<file path="src/rtl/pwm_counter.sv">
// Purpose : PWM timebase; prescaled up/down counter with inclusive terminal count.
// Latency : one clock; a step decided on edge N shows on counter_val/tick/wrap after edge N.
// Backpr. : none; en=0 (or a one-shot stop) freezes counter and prescaler in place.
//
// Ports
//   clk, rst     : system clock, asynchronous active-high reset
//   en           : count enable (freezes counter and prescaler when low)
//   count_reset  : synchronous clear pulse; loads 0 (up) or period (down)
//   upnotdown    : 1 = count up, 0 = count down
//   period       : terminal count, inclusive
//   prescale     : one step per prescale+1 enabled clocks
//   counter_val  : registered current count
//   tick         : one-cycle pulse, counter_val has just stepped
//   wrap         : one-cycle pulse, counter_val has just wrapped (subset of tick)
//
// Optional build macro PWM_COUNTER_ONESHOT_EN adds:
//   oneshot      : stop counting after the next wrap step
//   stopped      : high once a one-shot wrap has occurred; cleared by rst/count_reset
module pwm_counter #(
  parameter int WIDTH = 16,
  parameter int PSC_W = 8
) (
  input  logic             clk,
  input  logic             rst,
  input  logic             en,
  input  logic             count_reset,
  input  logic             upnotdown,
  input  logic [WIDTH-1:0] period,
  input  logic [PSC_W-1:0] prescale,
`ifdef PWM_COUNTER_ONESHOT_EN
  input  logic             oneshot,
  output logic             stopped,
`endif
  output logic [WIDTH-1:0] counter_val,
  output logic             tick,
  output logic             wrap
);

  logic [WIDTH-1:0] cnt_q, cnt_d;
  logic [PSC_W-1:0] psc_q, psc_d;
  logic             tick_q, tick_d;
  logic             wrap_q, wrap_d;
  logic             run;        // counting allowed this cycle
  logic             step;       // prescaler has expired: move the counter
  logic [WIDTH-1:0] step_val;   // counter value after a step
  logic             step_wrap;  // that step is a wrap

`ifdef PWM_COUNTER_ONESHOT_EN
  logic stopped_q, stopped_d;
  assign run = en & ~stopped_q;
`else
  assign run = en;
`endif

  // Using >= rather than == lets a prescale lowered below the current
  // prescaler phase take effect on the very next enabled edge.
  assign step = run && (psc_q >= prescale);

  // Step target. The > period test in down mode (and >= in up mode) pulls a
  // count left above a freshly shrunk period straight back into 0..period.
  always_comb begin
    step_val  = cnt_q;
    step_wrap = 1'b0;
    if (upnotdown) begin
      if (cnt_q >= period) begin
        step_val  = '0;
        step_wrap = 1'b1;
      end else begin
        step_val  = cnt_q + WIDTH'(1);
      end
    end else begin
      if ((cnt_q == '0) || (cnt_q > period)) begin
        step_val  = period;
        step_wrap = 1'b1;
      end else begin
        step_val  = cnt_q - WIDTH'(1);
      end
    end
  end

  // Next state: count_reset beats en; otherwise advance the prescaler or step.
  always_comb begin
    cnt_d  = cnt_q;
    psc_d  = psc_q;
    tick_d = 1'b0;
    wrap_d = 1'b0;
`ifdef PWM_COUNTER_ONESHOT_EN
    stopped_d = stopped_q;
`endif
    if (count_reset) begin
      cnt_d = upnotdown ? '0 : period;
      psc_d = '0;
`ifdef PWM_COUNTER_ONESHOT_EN
      stopped_d = 1'b0;
`endif
    end else if (step) begin
      cnt_d  = step_val;
      psc_d  = '0;
      tick_d = 1'b1;
      wrap_d = step_wrap;
`ifdef PWM_COUNTER_ONESHOT_EN
      // The wrap step itself still completes and pulses; only later steps stop.
      if (oneshot && step_wrap) begin
        stopped_d = 1'b1;
      end
`endif
    end else if (run) begin
      psc_d = psc_q + PSC_W'(1);
    end
  end

  always_ff @(posedge clk or posedge rst) begin
    if (rst) begin
      cnt_q  <= '0;
      psc_q  <= '0;
      tick_q <= 1'b0;
      wrap_q <= 1'b0;
    end else begin
      cnt_q  <= cnt_d;
      psc_q  <= psc_d;
      tick_q <= tick_d;
      wrap_q <= wrap_d;
    end
  end

`ifdef PWM_COUNTER_ONESHOT_EN
  always_ff @(posedge clk or posedge rst) begin
    if (rst) begin
      stopped_q <= 1'b0;
    end else begin
      stopped_q <= stopped_d;
    end
  end

  assign stopped = stopped_q;
`endif

  assign counter_val = cnt_q;
  assign tick        = tick_q;
  assign wrap        = wrap_q;

endmodule

</file>
<file path="config.mk">
export PLATFORM = sky130hd
export DESIGN_NAME = pwm_counter
export DESIGN_NICKNAME = d
export VERILOG_FILES = /design/src/rtl/pwm_counter.sv
export SDC_FILE = /design/constraint.sdc
export NUM_CORES = 1
export LEC_CHECK = 0
export CORE_ASPECT_RATIO = 0.8
export CORE_UTILIZATION = 28
export CTS_CLUSTER_SIZE = 20
export DETAILED_ROUTE_END_ITERATION = 16
export PLACE_DENSITY_LB_ADDON = 0.08
export SETUP_SLACK_MARGIN = 0.4
export SLEW_MARGIN = 10
export SYNTH_ARGS = -nofsm -noshare
export SYNTH_HDL_FRONTEND = slang
export SYNTH_SLANG_ARGS = --single-unit
</file>
<file path="constraint.sdc">
create_clock -name clk -period 3.08 [get_ports clk]
set_clock_uncertainty 0.2 [all_clocks]
set_input_delay 0.462 -clock clk [delete_from_list [all_inputs] [get_ports clk]]
set_output_delay 0.462 -clock clk [all_outputs]
set_load 0.01 [all_outputs]
</file>
==> summary.txt, run 1 <==
Routing
  • Antenna Nets Post-Route: 0
  • Routed vias/inst: between 5 and 6
  • DRC: 0
  • Initial detailed-routing violation count: 201
  • Drt pass-1 iters: 6
  • Routed wire length: between 9000 and 10,000 um
  • Routed via count: 2,820
  • Wire per inst: between 15 and 20 um

Worst setup path
  • Worst Path Max Fanout: 5
  • Critical Setup Path Class: reg2reg
  • CP endpoint kind: flop
  • Nature of the critical path startpoint: flop
  • WP data required: 3060 ps
  • R2R Setup Slk: about 300 ps
  • Worst EP arrival: 2760 ps

Global route
  • Grt ovf: 0
  • Initial antenna violation count: 0
  • Total track usage: 0.195
  • Vias in the first global route: 2,760
  • First-pass GRT wire length: 15,100 um
  • Largest net degree at the start of global routing: 27

Place
  • I/O Buffers: 46
  • Placed cells: roughly 530
  • Cell Area, Placed: between 0.003 and 0.004 sq mm
  • RD Place Congestion: 0.833
  • Dpl hpwl: 7050 um

Timing
  • Final setup viols: 0
  • Minimum clock period: 2780 ps
  • Maximum clock rate: 0.360 GHz
  • Setup TNS: 0 ps
  • Final slew viol count: 0
  • Final period util: 0.902
  • Max_slew headroom: 0.622
  • Worst slew pin tran: 565 ps
  • Hold Vio Cnt, Final: 0
  • Unrepaired setup endpoints after global routing: yes

Finish
  • Post-layout instance area: 0.00404 sq mm
  • Final core occ: 0.444
  • Area Growth Syn to Fin: 52.9%
  • Layout cells sized above 1: 0.300
  • Antenna cells: 0
  • Non-filler cells, final: approximately 540
  • Nets: 482

Clocking
  • Clk slew on worst S/H paths: 70 ps
  • CTS H-Tree Depth: 1
  • Clk sink count: 26
  • CTS tree: built
  • CTS Buf Count: 3
  • Worst-skew pair later-pin latency: about 270 ps
  • Cts hold-fix bufs: 0
  • Max Root-Sink Buffers: 2
  • Root buffer cell: clkbuf_16

Synth
  • Top cells by count, synth: ha_1, inv_1, dfrtp_1, nand2_1, nor2_1
  • Post-synth EDFFs: 0
  • Sequential element share of the synthesized area: 0.246
  • Synthesized area per cell: 8.04 sq um
  • Top post-synthesis cells by area: dfrtp_1, ha_1, xnor2_1
  • Area leader, netlist: dfrtp_1
  • Post-synth ARST share: 1.00
  • Yosys reg bits: 26
  • Mapped Area: 0.00264 sq mm
  • Ys Warns: 0
  • Post-synth top flop: dfrtp_1
  • Synth unique cells: 51
  • Area share of the largest cell type after synthesis: 0.246
  • Post-Syn Instances: 329
  • Post-Syn Nets: ~390

Job
  • Max Cap Violations: 0

Outcome
  • Outcome: finished clean

Floorplanning
  • # IOs: 47
  • Initial Util: 0.290
  • Die Wd: 111 um
  • Die area: 0.00984 sq mm
  • Core ar.: between 0.009 and 0.01 sq mm
  • DIE HEIGHT: around 89 um
  • Std-Cell Rows: 31

Power
  • P_leak: 1.69 nW
  • Power Total: 0.00143 W
  • VDD IR max: 0.000237 V
  • PD cells: 355 mW/mm^2

Hold path
  • HP Class: in2reg
final cells by class:
| type | instances | area, sq um |
|---|---|---|
| clock buffer | 4 | 88.8 |
| fill | 924 | 5070 |
| inverter | 30 | 113 |
| multi-input combinational | 254 | 2090 |
| sequential | 26 | 654 |
| tap | 115 | 144 |
| timing repair buffer | 110 | 948 |
repair_timing:
item | 4_1_cts | 5_1_grt
pin swaps | 22 | 15
setup endpoints to repair | 17 | 16
setup buffers | 3 | 0
gates resized for setup | 74 | 15
cell families (layout without fill, tap and decap cells):
logic type      count (synthesis)  in the layout  share of synthesized area
simple gates                  111            111                      0.214
compound gates                 76             76                      0.201
buf+inv                        49            144                     0.0729
xor+xnor                       29             29                     0.0961
fa+ha+maj                      28             28                      0.133
flops                          26             26                      0.246
mux                            10             10                     0.0379
final timing paths:
kind / from / end / depth (start not counted)
worst max-delay path: counter_val[1] / counter_val[14] / 9
max in group asynchronous: rst / counter_val[9] / 3
worst min register to register: psc_q[6] / psc_q[6] / 2
worst min-delay path: period[1] / counter_val[1] / 3
min in group asynchronous: rst / tick / 3
worst max register to register: counter_val[1] / counter_val[14] / 9
flip-flops by register name (all words and copies together) (netlist names):
signal,cells
tick,1
psc_q,8
counter_val,16
wrap,1
layout by cell type (no fill, tap or decap), types with 3 or more instances in the layout:
master	n
o2111ai_1	4
buf_4	56
o21ai_0	7
dfrtp_2	3
inv_2	12
clkbuf_16	3
o21ai_1	15
inv_1	17
nor3_1	8
xnor2_1	16
dlygate4sd2_1	13
mux2i_1	10
clkdlybuf4s50_1	30
dfrtp_1	23
nor4_1	5
nand4_1	12
xor2_1	13
a22oi_1	3
a222oi_1	9
nand3b_1	3
or4_4	3
nand3_1	14
ha_4	13
nor2_1	22
nand2_2	3
buf_6	7
ha_1	14
a21oi_1	11
and3_1	3
nand2_1	20
critical path, stage by stage (launching register included):
cell	delay (ps)
dfrtp_1	410
ha_1	290
nor2b_1	130
o211ai_1	310
a2111oi_2	120
buf_4	150
a211o_4	330
a21o_4	240
or4_1	390
o21ai_1	100
layer usage:
layer  share of wire  vias up  global-route usage
met4          0.0038        0              0.0218
li1                -     1398                   -
met1            0.52     1330               0.298
met5               0        -                   0
met3           0.051        2              0.0244
met2            0.42       90               0.302
power by group:
group	total (W)	internal (W)	switching [W]
combinational	0.000699	0.000342	0.000357
sequential	0.000400	0.000372	0.0000279
clock	0.000336	0.000200	0.000136
total	0.00143	0.000913	0.000521
through the flow:
step | setup WS [ps] | hold WS (ps)
after floorplan | 216 | 302
after global placement | -366 | 338
after detailed placement | -389 | 354
after CTS | 300 | 373
after global routing | 225 | 381
final | 301 | 353
Power figures use the tool's default switching activity.
==> run 2: changes to the inputs <==
==> constraint.sdc (replaced) <==
create_clock -name clk -period 2.6 [get_ports clk]
set_clock_uncertainty 0.2 [all_clocks]
set_input_delay 0.39 -clock clk [delete_from_list [all_inputs] [get_ports clk]]
set_output_delay 0.39 -clock clk [all_outputs]
set_load 0.01 [all_outputs]
==> summary.txt, run 2 (same netlist as run 1, synthesis figures left out) <==
Outcome
  • Failing checks: negative setup slack
  • Outcome: finished, violations left

Routing
  • Wire per inst: around 17 um
  • Drt pass-1 iters: 5
  • Antenna Nets Post-Route: 0
  • Routed vias/inst: between 5 and 6
  • Routed wire length: 9450 um
  • DRC: 0
  • Routed via count: approximately 2.9k
  • Initial detailed-routing violation count: 233

Timing
  • Final period util: 1.10
  • Worst slew pin tran: 505 ps
  • Max_slew headroom: 0.662
  • Minimum clock period: 2860 ps
  • Fin worst setup slack: -257 ps
  • Final slew viol count: 0
  • Hold Vio Cnt, Final: 0
  • Final setup viols: 17
  • Setup TNS: -3070 ps
  • Unrepaired setup endpoints after global routing: yes
  • Maximum clock rate: roughly 0.35 GHz

Worst setup path
  • Critical Setup Path Class: in2reg
  • CP endpoint kind: flop
  • Worst Path Max Fanout: 6
  • WP data required: 2600 ps
  • Worst EP arrival: 2860 ps
  • Nature of the critical path startpoint: primary input

Floorplanning
  • Core ar.: 0.00911 sq mm
  • Die Wd: 111 um
  • # IOs: 47
  • Std-Cell Rows: 31
  • DIE HEIGHT: 88.9 um
  • Die area: about 0.0098 sq mm
  • Initial Util: 0.290

Finish
  • Register area: approximately 650 sq um
  • Max reg flops: 16
  • Most frequent cells in the layout: buf_4, nand2_1, dfrtp_1, clkdlybuf4s50_1, nor2_1
  • Nets: 507
  • Post-layout instance area: about 0.0043 sq mm
  • Filler cell count: about 880
  • Area Growth Syn to Fin: 64.0%
  • Multi-input logic area: 0.00215 sq mm
  • Most common cell after layout, fill and taps aside: buf_4
  • Layout cells sized above 1: 0.343
  • Antenna cells: 0

Place
  • RD Place Congestion: 0.857
  • I/O Buffers: 46
  • Dpl hpwl: 7170 um
  • Cell Area, Placed: 0.00382 sq mm

Global route
  • Largest net degree at the start of global routing: 27
  • Total track usage: 0.194
  • Grt ovf: 0
  • First-pass GRT wire length: approximately 15,000 um
  • Vias in the first global route: 2,834
  • Initial antenna violation count: 0

Clocking
  • CTS tree: built
  • Clk slew on worst S/H paths: 80 ps
  • Max Root-Sink Buffers: 2
  • Cts hold-fix bufs: 0
  • Clk sink count: 26
  • Root buffer cell: clkbuf_16
  • CTS Buf Count: 3
  • CTS H-Tree Depth: 1
  • Worst-skew pair later-pin latency: roughly 270 ps

Power
  • P_leak: 1.88 nW
  • Power Total: 0.00173 W
  • VDD IR max: 0.000328 V
  • PD cells: 400 mW/mm^2

Job
  • Max Cap Violations: 0

Hold path
  • HP Class: in2async
## run 2: layer usage
layer	wire length (um)	track usage	vias up
met5	0	0	-
met3	495	0.0244	6
met2	3910	0.295	95
met1	4960	0.296	1373
li1	-	-	1448
met4	87	0.0303	0
## run 2: worst paths after layout
check / start / end / slack [ps] / cells past startpoint
worst max-delay path: period[13] / counter_val[8] / -260 / 11
worst min-delay path: rst / psc_q[0] / 290 / 3
worst max register to register: counter_val[13] / counter_val[8] / -260 / 9
worst min register to register: psc_q[3] / psc_q[3] / 420 / 2
max in group asynchronous: rst / counter_val[9] / 1610 / 3
min in group clk: psc_q[3] / psc_q[3] / 420 / 2
## run 2: area by class of cell
| cell class | count | share of cell area |
|---|---|---|
| Multi-Input combinational cell | 254 | 0.495 |
| Tap cell | 115 | 0.0332 |
| Timing Repair Buffer | 135 | 0.274 |
| Sequential cell | 26 | 0.151 |
| Clock buffer | 4 | 0.0205 |
| Inverter | 30 | 0.0260 |
## run 2: critical path, cell delays in order
cell and delay (ps):
dlygate4sd2_1 250, inv_2 70, ha_4 200, a211oi_2 180, nor2_1 70, or4_4 520
a211o_4 290, buf_4 140, a21o_4 220, or4_1 440, nand3_2 90
## run 2: report_power, final
part | internal, W | switching, W
clock | 0.000237 | 0.000165
combinational | 0.000430 | 0.000432
sequential | 0.000440 | 0.0000289
## run 2: repair_timing
action / 4_1_cts / 5_1_grt
gates cloned: 1 / 0
pin swaps: 38 / 25
setup buffers: 3 / 7
resized for setup: 88 / 19
setup endpoints to repair: 26 / 19
## run 2: through the flow
step	setup slack (ps)	hold WS, ps	std cells	utilization
global placement	-796	335	549	0.419
floorplan	-243	230	329	-
finish	-257	293	564	0.476
CTS	-216	306	557	0.461
global route	-328	341	564	0.476
detailed placement	-791	347	549	0.419
